[src/rtl/stoch_pkg.sv]
// stoch_pkg: shared FSM encoding, mode constants and the saturating step used by every channel.
package stoch_pkg;
  typedef enum logic {ST_IDLE = 1'b0, ST_RUN = 1'b1} state_t;
  localparam int MODE_UNIPOLAR = 0;
  localparam int MODE_BIPOLAR = 1;
  localparam int ACC_W = 32;
  typedef struct packed {
    logic sat;
    logic [ACC_W-1:0] val;
  } sat_res_t;
  // acc holds an n-bit pattern zero-extended; bipolar values are n-bit two's complement.
  function automatic sat_res_t sat_add(input logic [ACC_W-1:0] acc, input logic b,
                                       input logic bipolar, input int n);
    logic [ACC_W-1:0] mask, hi, lo;
    sat_res_t r;
    mask = (ACC_W'(1) << n) - ACC_W'(1);
    hi = bipolar ? (ACC_W'(1) << (n - 1)) - ACC_W'(1) : mask;
    lo = bipolar ? ACC_W'(1) << (n - 1) : '0;
    r.sat = b ? (acc == hi) : (bipolar && acc == lo);
    r.val = r.sat ? acc : ((b ? acc + ACC_W'(1) : (bipolar ? acc - ACC_W'(1) : acc)) & mask);
    return r;
  endfunction
endpackage

[src/rtl/stoch_chan_acc.sv]
// stoch_chan_acc: one channel's N-bit saturating accumulator with sticky clamp flag.
module stoch_chan_acc
  import stoch_pkg::*;
#(
  parameter int N = 14,
  parameter int BIPOLAR = MODE_UNIPOLAR
) (
  input  logic         i_clk,
  input  logic         i_rst_n,
  input  logic         i_clr,
  input  logic         i_en,
  input  logic         i_bit,
  output logic [N-1:0] o_nxt_acc,
  output logic         o_nxt_sat
);
  logic [N-1:0] r_acc;
  logic r_sat;
  sat_res_t w_res;
  logic [ACC_W-N-1:0] w_hi_unused;
  assign w_res = sat_add(ACC_W'(r_acc), i_bit, BIPOLAR != MODE_UNIPOLAR, N);
  assign {w_hi_unused, o_nxt_acc} = w_res.val;
  assign o_nxt_sat = r_sat | w_res.sat;
  always_ff @(posedge i_clk or negedge i_rst_n) begin
    if (!i_rst_n) begin
      r_acc <= '0;
      r_sat <= 1'b0;
    end else if (i_clr) begin
      r_acc <= '0;
      r_sat <= 1'b0;
    end else if (i_en) begin
      r_acc <= o_nxt_acc;
      r_sat <= o_nxt_sat;
    end
  end
endmodule

[src/rtl/stoch_window_counter.sv]
// stoch_window_counter: multi-channel windowed stochastic-to-binary converter.
// Counts BIT_IN over 2^WIN_LOG2 enabled cycles and publishes per-channel results with a VALID strobe.
module stoch_window_counter
  import stoch_pkg::*;
#(
  parameter int N = 14,
  parameter int CH = 4,
  parameter int WIN_LOG2 = 8,
  parameter int BIPOLAR = MODE_UNIPOLAR,
  parameter int CONT = 0
) (
  input  logic            i_clk,
  input  logic            i_rst_n,
  input  logic            i_start,
  input  logic            i_en,
  input  logic [CH-1:0]   i_bit_in,
  output logic [CH*N-1:0] o_count_out,
  output logic            o_valid,
  output logic            o_busy,
  output logic [CH-1:0]   o_sat
);
  state_t r_state, w_state_nxt;
  logic [WIN_LOG2-1:0] r_win;
  logic [CH*N-1:0] r_count, w_acc_nxt;
  logic [CH-1:0] r_sat, w_sat_nxt;
  logic r_valid, w_run, w_step, w_done, w_clr;
  assign w_run = r_state == ST_RUN;
  assign w_step = w_run && i_en;
  assign w_done = w_step && (&r_win);
  // START outside completion aborts; on completion it only chains the next window.
  assign w_clr = i_start || w_done;
  always_comb begin
    w_state_nxt = r_state;
    w_state_nxt = (i_start || (w_done && CONT != 0)) ? ST_RUN : (w_done ? ST_IDLE : r_state);
  end
  always_ff @(posedge i_clk or negedge i_rst_n) begin
    if (!i_rst_n) begin
      r_state <= ST_IDLE;
      r_win   <= '0;
      r_valid <= 1'b0;
      r_count <= '0;
      r_sat   <= '0;
    end else begin
      r_state <= w_state_nxt;
      r_win   <= w_clr ? '0 : r_win + WIN_LOG2'(w_step);
      r_valid <= w_done;
      if (w_done) begin
        r_count <= w_acc_nxt;
        r_sat   <= w_sat_nxt;
      end
    end
  end
  for (genvar g = 0; g < CH; g++) begin : g_ch
    stoch_chan_acc #(.N(N), .BIPOLAR(BIPOLAR)) u_acc (
      .i_clk    (i_clk),
      .i_rst_n  (i_rst_n),
      .i_clr    (w_clr),
      .i_en     (w_step),
      .i_bit    (i_bit_in[g]),
      .o_nxt_acc(w_acc_nxt[g*N +: N]),
      .o_nxt_sat(w_sat_nxt[g])
    );
  end
  assign o_count_out = r_count;
  assign o_valid = r_valid;
  assign o_busy = w_run;
  assign o_sat = r_sat;
endmodule

[config.mk]
export PLATFORM = sky130hd
export DESIGN_NAME = stoch_window_counter
export DESIGN_NICKNAME = d
export VERILOG_FILES = /design/src/rtl/stoch_pkg.sv /design/src/rtl/stoch_chan_acc.sv /design/src/rtl/stoch_window_counter.sv
export SDC_FILE = /design/constraint.sdc
export NUM_CORES = 1
export LEC_CHECK = 0
export ABC_AREA = 1
export CAP_MARGIN = 20
export CELL_PAD_IN_SITES_DETAIL_PLACEMENT = 0
export CELL_PAD_IN_SITES_GLOBAL_PLACEMENT = 1
export CORE_MARGIN = 1.5
export CORE_UTILIZATION = 30
export CTS_CLUSTER_DIAMETER = 40
export CTS_CLUSTER_SIZE = 25
export DETAILED_ROUTE_END_ITERATION = 8
export MAX_ROUTING_LAYER = met4
export PLACE_DENSITY = 0.66
export RECOVER_POWER = 50
export SETUP_SLACK_MARGIN = 0.15
export SLEW_MARGIN = 15
export SYNTH_ARGS = -nofsm -noshare
export SYNTH_HDL_FRONTEND = slang
export SYNTH_SLANG_ARGS = --single-unit
[constraint.sdc]
create_clock -name i_clk -period 2 [get_ports i_clk]
set_input_delay 0.4 -clock i_clk [delete_from_list [all_inputs] [get_ports i_clk]]
set_output_delay 0.4 -clock i_clk [all_outputs]
set_load 0.05 [all_outputs]
==> flow_summary.toml <==
[yosys]
seq_area_frac_synth = 0.469
ys_seq_elements = 130
synth_area_um2 = 6940
synth_top_area_share = 0.469
synth_edf_count = 0
synthesis.nets = 968
yosysMostFrequentCell = "nand2_1"
synthFlopType = "dfrtp_1"
synth_cell_type_count = 36
syn_inst = 954
yosys.area.top_type = "dfrtp_1"
yosys-top-cells-area = "dfrtp_1, nand2_1, nand3_1"
yosys_warnings = 0
syn_avg_cell_area_um2 = 7.28
synthArstFlopShare = 1.00
ys_top_cells_by_count = "nand2_1, dfrtp_1, nand3_1"

[place]
io_buffers = 69
hpwl_mm = 12.4
placed_cells = 1313
dp_slack_ns = -0.00556
gp_congestion = 0.836

[clock_tree]
clk_pin_slew_ns = 0.06
cts_buffers = 17
cts_tree = "yes"
numClockSinks = 130
cts.path.max_buffers = 2
clk-insertion-delay-late_ns = 0.43
root_buffer = "clkbuf_16"
htreeDepth = 4

[die]
ios = 70
chipWidth_um = 155
start_util = 0.307
floorplan.rows = 55
die_height_um = 155
core_um2 = 22600
die_area_um2 = 24100

[grt]
grt_pass1_vias = 6099
grt_overflow = 0
antenna_found_initial = 0
grt_max_degree = 42
grt_first_pass_wirelength_mm = 30.9
grt_usage = 0.167

[finish]
n_antenna_cell = 0
final_core_utilization = 0.385
final_nets = 1067
stdcell_count = 1351
drive_gt1_frac = 0.0957
syn2layout_area_growth_pct = 25.7

[setup_path]
cp-startpoint = "i_en"
worst_setup_path_start_kind = "input port"
crit_required_ns = 2.33
regToRegSetupSlack_ns = 0.23
regToRegStartpoint = "r_win[5]"
cp-end-kind = "flip-flop"
crit_fanout = 8
critPathArrivalTime_ns = 2.14
critical_path_class = "in2reg"

[power_and_ir_drop]
sw_frac_of_total = 0.233
p_leak_nw = 4.62
p_switching_w = 0.00138
pwr-share-clk = 0.506
vdd_drop_max_mv = 0.540
powerDensity_nw_per_um2 = 677
power.total_w = 0.00591
p_int_w = 0.00453
combPwrFrac = 0.043
pwr-share-seq = 0.450

[timing]
setup_tns_ns = 0
fmax_ghz = 0.555
maxSlewHeadroom = 0.394
hold_viol_final = 0
maxSlewViolCount = 0
fin_ws_ns = 0.198
worstMarginPinSlew_ns = 0.909
setup_viol = 0
fin_crit_sh = 0.901
rsz0062_at_grt = "no"
finClkSkew_ns = 0.00891
fin_crit_ns = 1.80

[drt]
dr.pass1.iters = 6
first_iter_violations = 282
via_count = 6118
drc = 0
routed_wirelength_mm = 18.1
drtAntennaViolNets = 0
avgRoutedWirePerCell_um = 13.4
viasPerCell = 4.53

[status]
status = "complete, no violations"

[min_path]
hold_path.startpoint = "o_count_out[47]"
holdCritPathClass = "reg2reg"

[run]
cap_violations = 0
==> area by class of cell <==
cell class / instances / area [um^2]
clock inverter: 9 / 81.3
clock buffer: 23 / 478
sequential: 130 / 3260
tap: 285 / 357
timing repair buffer: 114 / 1030
fill: 2406 / 13900
multi-input combinational: 713 / 3230
inverter: 77 / 289
==> timing repair <==
item / 4_1_cts / 5_1_grt
buffers inserted: 0 / 5
hold endpoints to repair: 29 / 0
hold buffers: 1 / 0
pin swaps: 0 / 2
gates resized for setup: 61 / 12
endpoints found under the setup margin: 61 / 63
==> power groups by stage <==
stage / Clock, W / Sequential (W) / Combinational, W
after floorplan: 0 / 0.00270 / 0.000102
after global placement: 0 / 0.00271 / 0.000260
after detailed placement: 0 / 0.00271 / 0.000261
after CTS: 0.00309 / 0.00266 / 0.000263
after global routing: 0.00320 / 0.00266 / 0.000294
final: 0.00299 / 0.00266 / 0.000257
==> placed cells by master (no fill, tap or decap), types with 4 or more instances in the layout <==
| cell | instances |
|---|---|
| nand2_2 | 4 |
| clkdlybuf4s50_1 | 5 |
| clkbuf_16 | 17 |
| o21ai_1 | 9 |
| a21oi_1 | 9 |
| nor2_1 | 50 |
| xor2_1 | 11 |
| dlygate4sd2_1 | 61 |
| ha_1 | 4 |
| nor3_1 | 9 |
| clkinv_2 | 4 |
| dfrtp_1 | 127 |
| clkbuf_1 | 5 |
| buf_4 | 32 |
| buf_12 | 7 |
| nor2_2 | 7 |
| inv_1 | 76 |
| nand2_1 | 435 |
| nand4_1 | 19 |
| o21ai_0 | 26 |
| nand3_1 | 94 |
| nor2_4 | 5 |
| o211ai_1 | 7 |
==> per-stage QoR <==
stage          hold WS [ns]  instance area (um^2)
2_1_floorplan         0.104                  6940
3_3_place_gp          0.319                  8190
6_report              0.468                  8720
3_5_place_dp          0.318                  8190
4_1_cts               0.428                  8680
5_1_grt               0.489                  8720
==> worst max-delay path, stage by stage <==
cell and delay [ns]:
dlygate4sd3_1 0.53, nand2_1 0.10, inv_1 0.08, buf_4 0.14, nand3_1 0.10, nand3_1 0.13, inv_1 0.21, clkbuf_2 0.27
nand3_1 0.09, o21ai_0 0.09
==> layer usage <==
layer	up-vias	track usage	wire, um
met5	-	-	0
met4	0	0.0467	158
met3	8	0.0345	398
met2	76	0.264	8450
met1	2816	0.216	9120
li1	3218	-	-
==> registers in the layout, indices dropped and copies added (netlist names) <==
register	flops
g_ch.u_acc.r_sat	4
g_ch.u_acc.r_acc	56
o_valid	1
o_count_out	56
o_sat	4
o_busy	1
r_win	8
==> logic make-up after synthesis <==
group / Yosys count / share of synthesized area
flip-flops: 130 / 0.469
buffers and inverters: 111 / 0.0716
adder cells (fa/ha/maj): 6 / 0.0108
AND/OR/NAND/NOR: 637 / 0.387
XOR/XNOR: 14 / 0.0177
AO/OA/AOI/OAI: 56 / 0.0442
==> worst paths after layout <==
path	cells past startpoint	end
setup / recovery	10	g_ch[0].u_acc.r_acc[12]
hold / removal	2	o_count_out[47]
setup reg to reg	8	o_count_out[54]
hold reg to reg	2	o_count_out[47]
max in group asynchronous	3	g_ch[3].u_acc.r_acc[5]
min in group asynchronous	2	g_ch[1].u_acc.r_acc[11]
No activity file was read; power rests on OpenSTA's default activity.
